==> src/rtl/boot_loader_if.sv <==
// Loader-side bundle: incoming byte stream, program-memory write port and CPU/status outputs.
// The loader connects through master; the environment (stream source, memory, CPU) uses slave.
interface boot_loader_if #(
  parameter int ADDR_W = 10,
  parameter int DATA_W = 16
);
  logic              start;
  logic [7:0]        in_data;
  logic              in_valid;
  logic              in_ready;
  logic              pm_we;
  logic [ADDR_W-1:0] pm_addr;
  logic [DATA_W-1:0] pm_wdata;
  logic              cpu_reset;
  logic              busy;
  logic              done;
  logic              error;
  logic [ADDR_W:0]   word_count;

  modport master (
    input  start, in_data, in_valid,
    output in_ready, pm_we, pm_addr, pm_wdata, cpu_reset, busy, done, error, word_count
  );

  modport slave (
    output start, in_data, in_valid,
    input  in_ready, pm_we, pm_addr, pm_wdata, cpu_reset, busy, done, error, word_count
  );
endinterface

==> src/rtl/boot_loader.sv <==
// Byte-stream boot loader: parses length, data words and checksum, writes program memory
// and releases the CPU reset only after the checksum matches.
module boot_loader #(
  parameter int ADDR_W     = 10,
  parameter int DATA_W     = 16,
  parameter int AUTO_START = 1
) (
  input  logic          clk,
  input  logic          reset,
  boot_loader_if.master bus
);

  typedef enum logic [3:0] {
    IDLE, HDR_HI, HDR_LO, DATA_HI, DATA_LO, WRITE, CHK_HI, CHK_LO, RUN, ERROR
  } state_t;

  localparam logic [16:0] MAX_LEN = 17'(1 << ADDR_W);

  state_t            state;
  state_t            state_nxt;
  logic              xfer;
  logic [15:0]       len;
  logic [7:0]        word_hi;
  logic [7:0]        chk_hi;
  logic [15:0]       sum;
  logic [ADDR_W:0]   cnt;
  logic [ADDR_W-1:0] pm_addr_q;
  logic [DATA_W-1:0] pm_wdata_q;
  logic [16:0]       hdr_len;
  logic [16:0]       cnt_inc;

  assign xfer    = bus.in_valid & bus.in_ready;
  assign hdr_len = {1'b0, len[15:8], bus.in_data};
  assign cnt_inc = 17'(cnt) + 17'd1;

  always_ff @(posedge clk) begin
    if (!reset) state <= (AUTO_START != 0) ? HDR_HI : IDLE;
    else        state <= state_nxt;
  end

  always_comb begin
    state_nxt = state;
    case (state)
      IDLE:    if (bus.start) state_nxt = HDR_HI;
      HDR_HI:  if (xfer) state_nxt = HDR_LO;
      HDR_LO: begin
        if (xfer) begin
          if (hdr_len > MAX_LEN)   state_nxt = ERROR;
          else if (hdr_len == '0)  state_nxt = CHK_HI;
          else                     state_nxt = DATA_HI;
        end
      end
      DATA_HI: if (xfer) state_nxt = DATA_LO;
      DATA_LO: if (xfer) state_nxt = WRITE;
      WRITE:   state_nxt = (cnt_inc == {1'b0, len}) ? CHK_HI : DATA_HI;
      CHK_HI:  if (xfer) state_nxt = CHK_LO;
      CHK_LO: begin
        if (xfer) state_nxt = ({chk_hi, bus.in_data} == sum) ? RUN : ERROR;
      end
      RUN:     if (bus.start) state_nxt = HDR_HI;
      ERROR:   if (bus.start) state_nxt = HDR_HI;
      default: state_nxt = IDLE;
    endcase
  end

  // Status and handshake outputs are pure decodes of the current state.
  always_comb begin
    bus.in_ready  = 1'b0;
    bus.pm_we     = 1'b0;
    bus.busy      = 1'b0;
    bus.done      = 1'b0;
    bus.error     = 1'b0;
    bus.cpu_reset = 1'b1;
    case (state)
      HDR_HI, HDR_LO, DATA_HI, DATA_LO, CHK_HI, CHK_LO: begin
        bus.in_ready = 1'b1;
        bus.busy     = 1'b1;
      end
      WRITE: begin
        bus.pm_we = 1'b1;
        bus.busy  = 1'b1;
      end
      RUN: begin
        bus.done      = 1'b1;
        bus.cpu_reset = 1'b0;
      end
      ERROR:   bus.error = 1'b1;
      default: ;
    endcase
  end

  // Write address/data are captured on the last byte of a word so they only move into WRITE.
  always_ff @(posedge clk) begin
    if (!reset) begin
      len        <= '0;
      word_hi    <= '0;
      chk_hi     <= '0;
      sum        <= '0;
      cnt        <= '0;
      pm_addr_q  <= '0;
      pm_wdata_q <= '0;
    end else begin
      case (state)
        IDLE, RUN, ERROR: if (bus.start) cnt <= '0;
        HDR_HI:  if (xfer) len[15:8] <= bus.in_data;
        HDR_LO: begin
          if (xfer) begin
            len[7:0] <= bus.in_data;
            cnt      <= '0;
            sum      <= '0;
          end
        end
        DATA_HI: if (xfer) word_hi <= bus.in_data;
        DATA_LO: begin
          if (xfer) begin
            pm_addr_q  <= cnt[ADDR_W-1:0];
            pm_wdata_q <= DATA_W'({word_hi, bus.in_data});
          end
        end
        WRITE: begin
          sum <= sum + 16'(pm_wdata_q);
          cnt <= cnt + (ADDR_W+1)'(1);
        end
        CHK_HI:  if (xfer) chk_hi <= bus.in_data;
        default: ;
      endcase
    end
  end

  assign bus.pm_addr    = pm_addr_q;
  assign bus.pm_wdata   = pm_wdata_q;
  assign bus.word_count = cnt;

endmodule

==> src/flat_wrapper.sv <==
// flat-port wrapper written by rule: the top's interface ports become plain ports
module boot_loader_flat 
#(
  parameter int ADDR_W     = 10,
  parameter int DATA_W     = 16,
  parameter int AUTO_START = 1
)
  (clk, reset, bus_start, bus_in_data, bus_in_valid, bus_in_ready, bus_pm_we, bus_pm_addr, bus_pm_wdata, bus_cpu_reset, bus_busy, bus_done, bus_error, bus_word_count);
  boot_loader_if #(.ADDR_W(ADDR_W), .DATA_W(DATA_W)) bus_i ();
  input  logic clk;
  input  logic reset;
  input wire logic [$bits(bus_i.start)-1:0] bus_start;
  input wire logic [$bits(bus_i.in_data)-1:0] bus_in_data;
  input wire logic [$bits(bus_i.in_valid)-1:0] bus_in_valid;
  output wire logic [$bits(bus_i.in_ready)-1:0] bus_in_ready;
  output wire logic [$bits(bus_i.pm_we)-1:0] bus_pm_we;
  output wire logic [$bits(bus_i.pm_addr)-1:0] bus_pm_addr;
  output wire logic [$bits(bus_i.pm_wdata)-1:0] bus_pm_wdata;
  output wire logic [$bits(bus_i.cpu_reset)-1:0] bus_cpu_reset;
  output wire logic [$bits(bus_i.busy)-1:0] bus_busy;
  output wire logic [$bits(bus_i.done)-1:0] bus_done;
  output wire logic [$bits(bus_i.error)-1:0] bus_error;
  output wire logic [$bits(bus_i.word_count)-1:0] bus_word_count;
  assign bus_i.start = bus_start;
  assign bus_i.in_data = bus_in_data;
  assign bus_i.in_valid = bus_in_valid;
  assign bus_in_ready = bus_i.in_ready;
  assign bus_pm_we = bus_i.pm_we;
  assign bus_pm_addr = bus_i.pm_addr;
  assign bus_pm_wdata = bus_i.pm_wdata;
  assign bus_cpu_reset = bus_i.cpu_reset;
  assign bus_busy = bus_i.busy;
  assign bus_done = bus_i.done;
  assign bus_error = bus_i.error;
  assign bus_word_count = bus_i.word_count;
  boot_loader #(.ADDR_W(ADDR_W), .DATA_W(DATA_W), .AUTO_START(AUTO_START)) u_core (.clk(clk), .reset(reset), .bus(bus_i));
endmodule
==> config.mk <==
export PLATFORM = sky130hd
export DESIGN_NAME = boot_loader_flat
export DESIGN_NICKNAME = d
export VERILOG_FILES = /design/src/rtl/boot_loader_if.sv /design/src/rtl/boot_loader.sv /design/src/flat_wrapper.sv
export SDC_FILE = /design/constraint.sdc
export NUM_CORES = 1
export LEC_CHECK = 0
export ABC_AREA = 1
export CORE_MARGIN = 2
export CORE_UTILIZATION = 56
export CTS_CLUSTER_DIAMETER = 200
export DETAILED_ROUTE_END_ITERATION = 10
export GPL_ROUTABILITY_DRIVEN = 0
export GPL_TIMING_DRIVEN = 0
export PLACE_DENSITY = 0.8
export SLEW_MARGIN = 10
export SYNTH_ARGS = -nofsm -noshare
export SYNTH_HDL_FRONTEND = slang
export SYNTH_SLANG_ARGS = --single-unit
==> constraint.sdc <==
create_clock -name clk -period 2.7 [get_ports clk]
set_input_delay 0.27 -clock clk [delete_from_list [all_inputs] [get_ports clk]]
set_output_delay 0.27 -clock clk [all_outputs]
set_load 0.02 [all_outputs]
Yosys cells after proc, flatten, opt, wreduce, memory -nomap -nowiden
Cells that the tools add are included.

storage, ports and cells
  bits in read-only memories = 0
  output and inout port bits = 43
  memories = 0
  bits in registers = 89
  input port bits = 12
  latch bits = 0
  memory bits (writable) = 0

cells by class
  magnitude comparators = 1
  equal/unequal tests = 18
  bitwise logic cells = 1
  div/mod/pow operators = 0
  muxes and demuxes = 23
  multipliers = 0
  shift-type cells = 0
  reductions and logical operators = 15
  add/sub/neg operators = 3

operator list
  cell                                                              number
  case mux 11 bit (3 select lines)                                  1
  2-to-1 mux 4 bit                                                  8
  case mux 16 bit (2 select lines)                                  1
  case mux 4 bit (8 select lines)                                   1
  2-to-1 mux 11 bit                                                 2
  == test 17 x 16 -> 1 bit                                          1
  zero test 17 bit                                                  1
  adder 16 bit                                                      1
  == test 16 bit                                                    1
  == test 4 x 3 -> 1 bit (second input constant)                    4
  greater-than comparator 16 x 11 -> 1 bit (second input constant)  1
  2-to-1 mux 16 bit                                                 1
  != test 2 x 1 -> 1 bit (second input constant)                    7
  adder 11 x 1 -> 12 bit (second input constant)                    1
  AND reduction 2 bit                                               6
  adder 11 x 1 -> 11 bit (second input constant)                    1
  == test 4 x 2 -> 1 bit (second input constant)                    2
  == test 4 bit (second input constant)                             2
  2-to-1 mux 1 bit                                                  7
  AND reduction 7 bit                                               1
  OR reduction 7 bit                                                1
  2-to-1 mux 3 bit                                                  2
  OR reduction 6 bit                                                1
  == test 4 x 1 -> 1 bit (second input constant)                    1
  6 further kinds                                                   6

Logic depth before layout (Yosys ltp)
  depth after elaboration = 6
  depth in mapped cells = 16
  mapped depth without buffers = 15

Least setup slack after synthesis
OpenSTA, ideal clock, no wires.

  kind = register to register
  from = register u_core.pm_wdata_q[0] (netlist: u_core.bus.pm_wdata[0])
  to = register u_core.sum[6]
  setup time = 0.132 ns
  cell stages (with the launch flop) = 12
  setup slack = 0.749 ns
  period minus slack after synthesis = 1.951 ns
  arrival time = 1.818 ns
  cell sequence = dfxtp_1 ha_1 fa_1 nand2_1 nand2_1 nand2_1 a21oi_1 nor2_1 inv_1 or2_2 nand3_1 a21oi_1

on the way
  cells in the longest elaborated chain, start to end = 2

RTL lines
  item                              RTL line            text
  from (decl)                       boot_loader.sv:28   logic [DATA_W-1:0] pm_wdata_q;
  from (signal assigned)            boot_loader.sv:117  pm_wdata_q <= DATA_W'({word_hi, bus.in_data});
  adder 16 bit                      boot_loader.sv:121  sum <= sum + 16'(pm_wdata_q);
  case mux 16 bit (2 select lines)  boot_loader.sv:103  case (state)
  to (signal assigned)              boot_loader.sv:121
  to (decl)                         boot_loader.sv:25   logic [15:0] sum;

No other way between the ends.
A chain may end at the register's enable or synchronous reset.

Worst setup path after layout
  from = register u_core.state[0]
  to = output bus_done

on the way
  cells in the longest elaborated chain, start to end = 2

RTL lines
  item                    RTL line            text
  from (decl)             boot_loader.sv:19   state_t state;
  from (signal assigned)  boot_loader.sv:37   if (!reset) state <= (AUTO_START != 0) ? HDR_HI : IDLE;
  from (signal assigned)  boot_loader.sv:38   else state <= state_nxt;
  == test 4 bit           boot_loader.sv:74   case (state)
  2-to-1 mux 1 bit        boot_loader.sv:74
  to (decl)               flat_wrapper.sv:21  output wire logic [$bits(bus_i.done)-1:0] bus_done;

No other way between the ends.

==> out/results.txt <==
beginning of the worst register-to-register path = u_core.bus.word_count[1]$_SDFFE_PN0P_
routed via count = 4848
# DRC = 0
total count of hold-check failures in the final report = 0
part of the power in registers = 43.4%
smallest hold slack = 456.5 ps
Static Leak = 2.316 nW
cell internal power dissipation = 2.203 mW
number of antenna diodes = 0
Tcrit/Tclk final = 84.62%
Post-Syn Instances = 704
placeable core area = 8258 µm²
HPWL Detailed = 10010 µm
CP delay by family, top = buffers and inverters
total wire length = 13370 µm
pre-CTS setup slack = 218.2 ps
cell breakdown of the critical path = buf_2 -> nor2_1 -> inv_1 -> nor2_1 -> nand2_1 -> inv_1 -> clkdlybuf4s50_1
distinct cell type count of the synthesized netlist = 37
number of placed instances with taps included = 863
worst skew pair latency = 370 ps
status = finished clean
type of the worst min-delay path = reg2reg
CTS tree = done
standard-cell row count = 33
post-synthesis sequential area ratio = 37.20%
Post-Syn Nets = 733
initial cell density of the core = 58.00%
critical path type = reg2out
cts bufs inserted = 9
total power consumption of the routed design = 3.386 mW
maximum buffer depth of the clock tree = 2
Max Cap Violations = 0
IO Count = 55
final-report max-slew violation count = 0
setup repair after global routing missed its margin = false
share of flip-flops with an asynchronous set or reset after synthesis = 0%
Core Util, Final = 68.58%
commonest non-fill, non-tap cell in the layout = sky130_fd_sc_hd__nand2_1
pwr/cell area = 597.9 nW/µm²
Tot GR Track Use = 29.51%
crit-path max cell delay = 590 ps
largest vdd supply drop = 0.3079 mV
Post-Synthesis Cell Area = 4790 µm²
fraction of power spent switching nets = 34.93%
Worst setup SP type = register
routed wire length per instance = 15.23 µm
crit path DAT = 2010 ps
CTS H-tree lvls = 3
Die Area = 9308 µm²
final setup slack of the worst path = 415.2 ps
Yosys warnings = 0
nets@finish = 798
start point of the critical path = u_core.state[0]$_SDFFE_PN1P_
crit path time final = 2285 ps
relative contribution of combinational cells to total power = 28.8%
sw power = 1.183 mW
setup TNS after final layout = 0 ps
first-pass iteration count of the detailed router = 6
Port Buf Inserts = 54
hold-fix buffers at CTS = 0
synthesis-to-layout area growth = 18.23%
height of the die = 96.48 µm
top achievable clock speed = 437.7 MHz
Post-Synthesis Mean Instance Area = 6.803 µm²
largest fanout of any net on the critical path = 7
vias in the first global route = 4306
Clk pwr share = 27.8%
post-route standard cell area excluding fillers = 5663 µm²
synthesis-stage register bit count = 89
post-detailed-placement cell area = 5461 µm²
final global-route overflow total = 0
first-pass GRT wire length = 21090 µm
share of layout cells above drive strength 1 = 7.503%
leading cell types in the layout, fill and taps excluded = sky130_fd_sc_hd__nand2_1 (136), sky130_fd_sc_hd__a21oi_1 (109), sky130_fd_sc_hd__nor2_1 (93), sky130_fd_sc_hd__dfxtp_1 (89), sky130_fd_sc_hd__inv_1 (67)
Clock Sink Count = 89
number of setup violations in the final report = 0
Detail Route Antenna Nets = 0
slew at the pin with the worst max-slew slack = 740.1 ps
number of synthesized flops with an enable pin = 0
clock tree root buffer cell = sky130_fd_sc_hd__clkbuf_8
clock slew at reported path FFs = 100 ps
hold path startpoint = u_core.word_hi[0]$_SDFFE_PN0P_
Post-synth top flop = sky130_fd_sc_hd__dfxtp_1
chip width = 96.48 µm
maximum number of pins on one net before global-route repair = 14
standard cell with the maximum stage delay on the critical path = sky130_fd_sc_hd__clkdlybuf4s50_1
number of antenna violations at the first check in global routing = 0
WP data required = 2430 ps
worst path bufs/invs = 4
headroom to the max-slew limit = 50.66%
starting DRC count in detailed routing = 330
mean number of vias per cell = 5.522
final cell count without fillers = 878
type of element capturing the critical path = output pin
largest clock skew in the final design = 17.42 ps
-- final timing paths --
check	cells past startpoint	slack, ps	to
max reg2reg	12	490	u_core.state[2]$_SDFFE_PN0P_
min	2	460	u_core.word_hi[0]$_SDFFE_PN0P_
min reg2reg	2	460	u_core.word_hi[0]$_SDFFE_PN0P_
max	7	420	bus_done
-- area by class of cell --
cell class                 count  area [µm²]
buffer                        26       121.4
clock buffer                  12       155.1
clock inverter                 3       40.04
fill                         734        2595
inverter                      75       281.5
multi-input combinational    514        2609
sequential                    89        1782
tap                          105       131.4
timing repair buffer          54       543.0
-- power groups by stage --
stage	Clock, mW	Sequential [mW]	Combinational (mW)
after detailed placement	0	1.50	0.946
after floorplan	0	1.49	0.674
final	0.942	1.47	0.974
after CTS	0.941	1.47	0.955
after global placement	0	1.49	0.916
after global routing	0.993	1.48	1.06
-- worst register-to-register path, cell delays in order, from the launching register on --
cell and delay (ps):
sky130_fd_sc_hd__dfxtp_1 480, sky130_fd_sc_hd__ha_1 190, sky130_fd_sc_hd__buf_2 190, sky130_fd_sc_hd__nand3_1 120
sky130_fd_sc_hd__nor2_1 210, sky130_fd_sc_hd__nand4_1 220, sky130_fd_sc_hd__nand3_1 180, sky130_fd_sc_hd__nand3_1 80
sky130_fd_sc_hd__nor2_1 140, sky130_fd_sc_hd__nand3_1 90, sky130_fd_sc_hd__nand2_1 80, sky130_fd_sc_hd__nand2_1 60
sky130_fd_sc_hd__a21oi_2 110
-- state kept, by name (all words and copies together), names as in the netlist --
signal                 flops
u_core.bus.pm_wdata       16
u_core.len                16
u_core.sum                16
u_core.bus.word_count     11
u_core.bus.pm_addr        10
u_core.chk_hi              8
u_core.word_hi             8
u_core.state               4
-- cells by family (layout without fill, tap and decap cells) --
family,count (synthesis),after routing,synth area share [%]
flip-flops,89,89,37.20
AO/OA/AOI/OAI,161,161,17.82
AND/OR/NAND/NOR,317,317,28.58
XOR/XNOR,19,19,3.474
adder cells (fa/ha/maj),17,17,4.598
buffers and inverters,101,170,8.333
-- repair_timing --
action / in CTS / in global routing
endpoints found under the setup margin: 1 / 1
setup buffers: 0 / 0
pin swaps: 0 / 0
gates resized for setup: 1 / 3
-- routing by layer --
| layer | routed length [µm] | vias to the layer above | GRT usage, % |
|---|---|---|---|
| li1 | - | 2440 | - |
| met1 | 5813 | 2213 | 39.32 |
| met2 | 6510 | 177 | 49.83 |
| met3 | 849 | 18 | 4.655 |
| met4 | 197 | 0 | 7.981 |
| met5 | 0 | - | 0 |
-- synth_stat cells, types with 8 or more instances --
cell / number / area share, %
sky130_fd_sc_hd__xor2_1: 8 / 1.5
sky130_fd_sc_hd__xnor2_1: 11 / 2.0
sky130_fd_sc_hd__nand2_1: 136 / 11
sky130_fd_sc_hd__a21oi_1: 109 / 11
sky130_fd_sc_hd__nor2_1: 93 / 7.3
sky130_fd_sc_hd__o21ai_0: 36 / 3.8
sky130_fd_sc_hd__dfxtp_1: 89 / 37
sky130_fd_sc_hd__inv_2: 8 / 0.63
sky130_fd_sc_hd__buf_2: 10 / 1.0
sky130_fd_sc_hd__ha_1: 16 / 4.2
sky130_fd_sc_hd__inv_1: 67 / 5.3
sky130_fd_sc_hd__nand4_1: 11 / 1.4
sky130_fd_sc_hd__nand3_1: 50 / 5.2
sky130_fd_sc_hd__clkbuf_1: 15 / 1.2
Note: power is estimated with default switching activity, not from simulation.
